## src/rtl/cpu_pkg.sv

```systemverilog
// rtl/cpu_pkg.sv - shared CPU opcode constants and the 2-bit counter type
package cpu_pkg;

   localparam logic [6:0] OPC_BRANCH = 7'b1100011;
   localparam logic [6:0] OPC_JAL    = 7'b1101111;
   localparam logic [6:0] OPC_JALR   = 7'b1100111;

   typedef logic [1:0] ctr2_t;

endpackage

```

## src/rtl/sat_counter2.sv

```systemverilog
// rtl/sat_counter2.sv - 2-bit up/down saturating counter next-value logic
module sat_counter2
   import cpu_pkg::*;
(
   input  ctr2_t cur,
   input  logic  taken,
   output ctr2_t nxt
);

   always_comb begin
      nxt = cur;
      if (taken) begin
         if (cur != 2'b11) nxt = cur + 2'b01;
      end else begin
         if (cur != 2'b00) nxt = cur - 2'b01;
      end
   end

endmodule

```

## src/rtl/gshare_predictor.sv

```systemverilog
// rtl/gshare_predictor.sv - gshare branch predictor: PC xor global history into a 2-bit counter table
module gshare_predictor
   import cpu_pkg::*;
#(
   parameter int    IDX_W   = 8,
   parameter ctr2_t CTR_RST = 2'b01
) (
   input  logic             clk,
   input  logic             rst,
   input  logic             start,
   input  logic             update,
   input  logic [IDX_W-1:0] branch_address,
   input  logic [IDX_W-1:0] update_address,
   input  logic             branch_taken,
   input  logic [6:0]       opcode,
   output logic             prediction
);

   localparam int DEPTH = 1 << IDX_W;

   ctr2_t            pht [DEPTH];
   logic [IDX_W-1:0] ghr;
   logic [IDX_W-1:0] pidx;
   logic [IDX_W-1:0] uidx;
   ctr2_t            upd_next;
   logic             is_br;
   logic             is_jump;

   assign is_br   = (opcode == OPC_BRANCH);
   assign is_jump = (opcode == OPC_JAL) || (opcode == OPC_JALR);
   assign pidx    = branch_address ^ ghr;
   assign uidx    = update_address ^ ghr;

   // Reads the pre-edge counter; a same-cycle update becomes visible only after the edge.
   assign prediction = start & (is_jump | (is_br & pht[pidx][1]));

   sat_counter2 u_ctr (
      .cur   (pht[uidx]),
      .taken (branch_taken),
      .nxt   (upd_next)
   );

   always_ff @(posedge clk or negedge rst) begin
      if (!rst) begin
         ghr <= '0;
         for (int i = 0; i < DEPTH; i++) pht[i] <= CTR_RST;
      end else if (update && is_br) begin
         pht[uidx] <= upd_next;
         ghr       <= {ghr[IDX_W-2:0], branch_taken};
      end
   end

endmodule

```

## config.mk

```make
export PLATFORM = sky130hd
export DESIGN_NAME = gshare_predictor
export DESIGN_NICKNAME = d
export VERILOG_FILES = /design/src/rtl/cpu_pkg.sv /design/src/rtl/sat_counter2.sv /design/src/rtl/gshare_predictor.sv
export SDC_FILE = /design/constraint.sdc
export NUM_CORES = 1
export LEC_CHECK = 0
export BUFFER_PORTS_ARGS = -buffer_cell sky130_fd_sc_hd__buf_2
export CORE_ASPECT_RATIO = 0.7
export CORE_UTILIZATION = 45
export CTS_BUF_LIST = sky130_fd_sc_hd__clkbuf_16
export DETAILED_ROUTE_END_ITERATION = 8
export PLACE_DENSITY = 0.66
export SLEW_MARGIN = 20
export SYNTH_ARGS = -nofsm -noshare
export SYNTH_HDL_FRONTEND = slang
export SYNTH_SLANG_ARGS = --single-unit
```

## constraint.sdc

```tcl
create_clock -name clk -period 3.5 [get_ports clk]
set_input_delay 0.175 -clock clk [delete_from_list [all_inputs] [get_ports clk]]
set_output_delay 0.175 -clock clk [all_outputs]
set_load 0.1 [all_outputs]
```

==> results of run 1 <==
==> logic make-up (layout without fill, tap and decap cells) <==
logic type / after synthesis / count (layout) / synth area share
mux: 235 / 235 / 0.164
compound gates: 631 / 631 / 0.132
buf+inv: 162 / 462 / 0.0341
other cells: 0 / 5 / 0
flops: 520 / 520 / 0.510
fa+ha+maj: 2 / 4 / 0.000861
simple gates: 993 / 993 / 0.148
xor+xnor: 27 / 27 / 0.0106
==> worst max-delay path by stage <==
stage	startpoint	to	slack (ns)	cells after the start
2_1_floorplan	ghr[0]$_DFFE_PN0P_	pht[348]$_DFFE_PN1P_	0.1	13
3_3_place_gp	ghr[0]$_DFFE_PN0P_	pht[480]$_DFFE_PN1P_	-0.37	13
3_5_place_dp	ghr[0]$_DFFE_PN0P_	pht[434]$_DFFE_PN1P_	-0.47	13
4_1_cts	ghr[0]$_DFFE_PN0P_	prediction	-0.27	13
5_1_grt	ghr[0]$_DFFE_PN0P_	prediction	-0.49	13
6_report	ghr[1]$_DFFE_PN0P_	pht[488]$_DFFE_PN1P_	-0.46	18
==> Yosys cell counts (all sizes together) (3+ instances only) <==
| cell type | instances |
|---|---|
| mux2i | 79 |
| a22oi | 26 |
| a21oi | 6 |
| dfrtp | 264 |
| nand4 | 11 |
| nor2 | 82 |
| dfstp | 256 |
| o41ai | 8 |
| a221oi | 33 |
| nor3 | 11 |
| nor4 | 10 |
| xor2 | 15 |
| xnor2 | 12 |
| nand3 | 30 |
| a211oi | 4 |
| o311ai | 4 |
| nand2 | 841 |
| buf | 89 |
| a22o | 3 |
| clkbuf | 72 |
| mux4 | 156 |
| o21ai | 532 |
| o22ai | 4 |
==> metrics by stage <==
stage          std cells  power (mW)  cell area, um2  hold slack [ns]
2_1_floorplan       2570        6.98           26200           -0.121
3_3_place_gp        3393        7.65           28600            0.319
3_5_place_dp        3393        7.66           28600            0.339
4_1_cts             3591        14.2           33400           0.0916
5_1_grt             3622        15.0           35500            0.146
6_report            3627        14.8           35500            0.141
==> per-layer routing <==
| metal | global-route usage | up-vias |
|---|---|---|
| met2 | 0.501 | 2127 |
| met3 | 0.128 | 602 |
| met4 | 0.158 | 4 |
| met5 | 0 | - |
| met1 | 0.459 | 12300 |
| li1 | - | 9773 |
==> critical path: stages, from the launching register on <==
cell and delay [ns]:
dfrtp_2 0.44, xor2_4 0.28, buf_6 0.16, buf_12 0.15
buf_16 0.13, buf_4 0.11, buf_4 0.16, mux4_2 0.36
a22oi_2 0.19, o311ai_1 0.12, a21oi_1 0.14, buf_4 0.16
o311a_1 0.19, nand3_2 0.14, maj3_4 0.50, buf_8 0.20
buf_12 0.13, buf_16 0.14, o21ai_2 0.13
==> registers in the layout, indices dropped and copies added (netlist names) <==
| signal | flops |
|---|---|
| ghr | 8 |
| pht | 512 |
==> cell type report <==
class,count,area share
Antenna cell,5,0.000352
Sequential cell,520,0.375
Tap cell,750,0.0264
Timing Repair Buffer,367,0.144
Clock buffer,53,0.0373
Clock inverter,41,0.00922
Multi-Input combinational cell,1890,0.407
Inverter,1,0.000106
==> power by group <==
part | switching, mW | internal [mW]
Clock | 2.52 | 3.17
Sequential | 0.00557 | 6.03
Combinational | 1.71 | 1.35
==> what timing repair did <==
item	in CTS	in global routing
hold buffers	1	0
setup buffers	58	12
hold endpoints to repair	47	0
setup endpoints to repair	513	512
cloned	50	34
resized for setup	355	386
pin swaps	129	152
==> metrics.md, run 1 <==
| Metric | Value |
|---|---|
| Synth-to-Final Area Change | 35.8% |
| Met1 Routed Length | 39.3 mm |
| Wire per inst | 30.3 um |
| Final Critical Period | 3.96 ns |
| Largest net degree at the start of global routing | 112 |
| Core area | 57100 um2 |
| Root Buffer Master | clkbuf_16 |
| Number of routed nets with antenna violations | 0 |
| P_leak | 14.2 nW |
| Period Utilization, post-route | 1.13 |
| CTS Buffer Depth | 3 |
| Reg clk slew, reported paths | 0.07 ns |
| Iteration-0 DRC Markers | 3411 |
| Synth warnings | 0 |
| DR DRC count | 0 |
| Worst Hold Launch | branch_taken |
| Clk_lat worst skew | 0.60 ns |
| GP Congestion | 0.984 |
| Worst VDD drop | 0.407 mV |
| Starting Density | 0.458 |
| First drt pass iteration count | 6 |
| # clock sinks | 520 |
| Global-route wire length before repair | 151 mm |
| Top post-synthesis cells by area | dfstp_2, dfrtp_1, mux4_2, nand2_1, o21ai_1 |
| DR top layer | met5 |
| HPWL after DPL | 59.8 mm |
| Total of max-cap violations | 0 |
| Total congestion overflow | 0 |
| Post-layout net count | 2858 |
| I/O Pins | 29 |
| R2r startpoint | ghr[1]$_DFFE_PN0P_ |
| Area leader, netlist | dfstp_2 |
| DRT Wirelength | 110 mm |
| GRT Total Usage | 0.345 |
| Cell Rows | 73 |
| Final core occ | 0.623 |
| PwrDens | 416 nW/um2 |
| Layout cell share with drive strength beyond 1 | 0.487 |
| PortBufs | 28 |
| Clock skew | 0.0306 ns |
| Worst slew margin | 0.306 |
| Critical path required time | 4.01 ns |
| DR vias | 24800 |
| R2r setup slk | -0.46 ns |
| Fmax | 0.252 GHz |
| Critical path capture point type | register |
| Outcome | finished with violations |
| Synth Cell Area | 26200 um2 |
| CP arrival | 4.47 ns |
| Post-Place Setup Slack | -0.467 ns |
| Share of the synthesized area in the top cell type | 0.257 |
| Primary FF master, synth | dfrtp_1 |
| Synth Area per Inst | 10.2 um2 |
| Number of fillers in the final layout | 4097 |
| Hold worst-path end | ghr[0]$_DFFE_PN0P_ |
| CTS HTree Levels | 2 |
| TritonCTS Buffers | 50 |
| Die height | 204 um |
| Commonest non-fill, non-tap cells in the layout | nand2_1, o21ai_2, dfrtp_1 |
| Mapped Cells | 2570 |
| Worst reg2reg path endpoint | pht[488]$_DFFE_PN1P_ |
| Vias in the first global route | 23300 |
| Final setup fails | 512 |
| Storage cell area | 13300 um2 |
| Post-synth EDFFs | 0 |
| Launching element type of the critical path | register |
| CTS tree | yes |
| Net Count, Synth | 2598 |
| Vias per cell | 6.85 |
| Final hold vios | 0 |
| Failing checks | setup timing |
| RSZ-0062 raised after global routing | yes |
| Full die area | 59100 um2 |
| Worst Reg-to-Reg Cells | 18 |
| Setup_tns | -122.81 ns |
| Yosys cell types | 51 |
| Worst-margin pin slew | 1.04 ns |
| Setup CP Type | reg2reg |
| Multi-input gate area | 14500 um2 |
| Most common cell after layout, fill and taps aside | nand2_1 |
| Hold crit path type | in2reg |
| Final slew viol count | 0 |
| Met3 routed WL | 17.5 mm |
| Initial antenna violation count | 4 |
| Part of the Yosys area used for sequential elements | 0.510 |
| Die width | 290 um |
| Worst setup margin | -0.461 ns |
| Met2 wire length | 45.8 mm |
| Synthesized flop and latch total | 520 |
| Hold path depth | 3 |
| Critical Path Fanout Max | 7 |
| Asr flop ratio synth | 1.00 |
No activity file was read; power rests on OpenSTA's default activity.
==> run 2: changes to the inputs <==
Settings changed: GPL_ROUTABILITY_DRIVEN set to 0, SYNTH_HIERARCHICAL set to 1.
==> run 2 against run 1 <==
Effect of this change:
- synthesized area increased by 4.4%
- first-iteration DRC count decreased by 45%
- synthesized cell count decreased by 24%
- die area increased by 4.4%
- final area decreased by 7.8%
- the run still ends with setup timing left
- core utilization decreased by 7.6 points
==> metrics.md, run 2 <==
| Metric | Value |
|---|---|
| DR vias | 18800 |
| Placed Area | 30000 um2 |
| R2r startpoint | ghr[0]$_DFFE_PN0P_ |
| Area leader, netlist | dfstp_2 |
| Placed cells | 2843 |
| Clock skew | 0.0341 ns |
| Reg clk slew, reported paths | 0.07 ns |
| Asr flop ratio synth | 1.00 |
| Synth-to-Final Area Change | 19.9% |
| First drt pass iteration count | 6 |
| Setup crit start | ghr[0]$_DFFE_PN0P_ |
| Worst slew margin | 0.367 |
| Max reg flops | 512 |
| Full die area | 61700 um2 |
| Net Count, Synth | 1991 |
| Worst reg2reg path endpoint | pht[396]$_DFFE_PN1P_ |
| Part of the Yosys area used for sequential elements | 0.488 |
| Post-Place Setup Slack | -0.626 ns |
| Yosys cell types | 39 |
| Clk_lat worst skew | 0.61 ns |
| Switching power total | 3.46 mW |
| Post-layout net count | 2165 |
| Critical path capture point type | register |
| Commonest cells in the synthesized netlist | mux2_2, nor2_1, dfrtp_1 |
| Iteration-0 DRC Markers | 1887 |
| Vias per cell | 6.29 |
| Worst Reg-to-Reg Cells | 14 |
| Largest net degree at the start of global routing | 109 |
| Count leader, synth | mux2_2 |
| RSZ-0062 raised after global routing | yes |
| CP arrival | 4.63 ns |
| Worst-margin pin slew | 0.950 ns |
| Layout cell share with drive strength beyond 1 | 0.618 |
| Vias in the first global route | 19000 |
| Worst VDD drop | 0.326 mV |
| Sequential share of power | 0.463 |
| DRT Wirelength | 85.7 mm |
| Hold crit path type | in2async |
| Outcome | finished with violations |
| Final hold vios | 0 |
| Wire per inst | 28.7 um |
| I/O Pins | 29 |
| Synth Cell Area | 27300 um2 |
| Mapped Cells | 1963 |
| PortBufs | 28 |
| Die height | 208 um |
| Critical Path Fanout Max | 10 |
| Total congestion overflow | 0 |
| Final instance area | 32800 um2 |
| Root Buffer Master | clkbuf_16 |
| Biggest register | pht |
| Power share of the clock group | 0.399 |
| CTS HTree Levels | 2 |
| Antenna cells | 0 |
| Die width | 297 um |
| Final Critical Period | 4.13 ns |
| Total power | 13.0 mW |
| Commonest non-fill, non-tap cells in the layout | mux2_2, nor2_1, dfrtp_1 |
| Launching element type of the critical path | register |
| Setup_tns | -292.72 ns |
| Starting Density | 0.456 |
| Share of the synthesized area in the top cell type | 0.246 |
| Synth Area per Inst | 13.9 um2 |
| PwrDens | 398 nW/um2 |
| Final hold slack | 0.230 ns |
| P_leak | 13.8 nW |
| Number of routed nets with antenna violations | 0 |
| Period Utilization, post-route | 1.18 |
| Total of max-cap violations | 0 |
| Most common cell after layout, fill and taps aside | mux2_2 |
| Biggest registers after layout | pht: 512 flops, ghr: 8 flops |
| Failing checks | setup timing |
| Post-route insts no fill | 2987 |
| Comb pwr share | 0.138 |
| Int Pwr | 9.57 mW |
| Synthesized flop and latch total | 520 |
| Cell Rows | 75 |
| Critical path required time | 4.00 ns |
| Top post-synthesis cells by area | dfstp_2, dfrtp_1, mux2_2, mux4_2, nor2_1 |
| Setup CP Type | reg2reg |
| Post-synth EDFFs | 0 |
| TritonCTS Buffers | 51 |
| Synth warnings | 6 |
| Worst setup margin | -0.629 ns |
| R2r setup slk | -0.63 ns |
| CTS tree | yes |
| Fmax | 0.242 GHz |
| Final setup fails | 513 |
| DR DRC count | 0 |
| Final core occ | 0.547 |
| Final slew viol count | 0 |
| HPWL after DPL | 54.5 mm |
| GRT Total Usage | 0.271 |
| Core area | 60000 um2 |
| Initial antenna violation count | 0 |
| CTS Buffer Depth | 3 |
| Global-route wire length before repair | 125 mm |
| Primary FF master, synth | dfrtp_1 |
| Sw Share | 0.266 |
| # clock sinks | 520 |
==> run 2: cell type report <==
cell class                      count  area (um2)
Tap cell                          808        1010
Clock buffer                       52        1300
Clock inverter                     43         228
Inverter                            2        7.51
Multi-Input combinational cell   1290       13800
Timing Repair Buffer              272        3090
Sequential cell                   520       13300
Fill cell                        4794       27200
==> run 2: critical path, stage by stage (launching register included) <==
cell      delay, ns
dfrtp_2        0.45
xnor2_4        0.19
buf_12         0.17
buf_12         0.16
buf_12         0.14
mux4_2         0.52
a211oi_1       0.31
a211oi_2       0.13
nor4_2         0.36
nand2_1        0.11
a311o_2        0.37
maj3_4         0.52
buf_12         0.20
buf_16         0.13
mux2_2         0.26
==> run 2: worst max path at each step <==
stage	to	slack, ns
after floorplan	pht[49]$_DFFE_PN0P_	-0.03
after global placement	pht[392]$_DFFE_PN1P_	-0.50
after detailed placement	pht[508]$_DFFE_PN1P_	-0.63
after CTS	pht[400]$_DFFE_PN1P_	-0.54
after global routing	pht[412]$_DFFE_PN1P_	-0.71
final	pht[396]$_DFFE_PN1P_	-0.63
==> run 2: cell families after synthesis <==
group	Yosys count	synth area share
AOI/OAI and AO/OA	99	0.0255
muxes	745	0.388
and+or+nand+nor	413	0.0613
adders and majority gates	2	0.000824
buffers and inverters	157	0.0271
xor gates and xnor gates	27	0.00920
DFF	520	0.488
==> run 2: power groups by stage <==
| stage | registers, mW | clock network [mW] | logic [mW] |
|---|---|---|---|
| floorplan | 6.13 | 0 | 0.746 |
| global placement | 6.13 | 0 | 1.39 |
| detailed placement | 6.14 | 0 | 1.41 |
| CTS | 6.04 | 5.30 | 1.54 |
| global route | 6.03 | 5.55 | 1.88 |
| finish | 6.04 | 5.19 | 1.80 |
==> run 2: per-layer routing <==
layer	GRT usage	routed length [um]	vias up
li1	-	-	7643
met2	0.385	37200	928
met5	0	0	-
met4	0.0834	2690	0
met1	0.402	36700	10000
met3	0.0755	9090	186
==> run 2: timing repair <==
action                                  in CTS  in global routing
resized for setup                           30                 87
hold buffers                                 2                  0
hold endpoints to repair                    50                  0
cloned                                       6                 22
pin swaps                                    5                 14
setup buffers                               12                  7
endpoints found under the setup margin     513                513
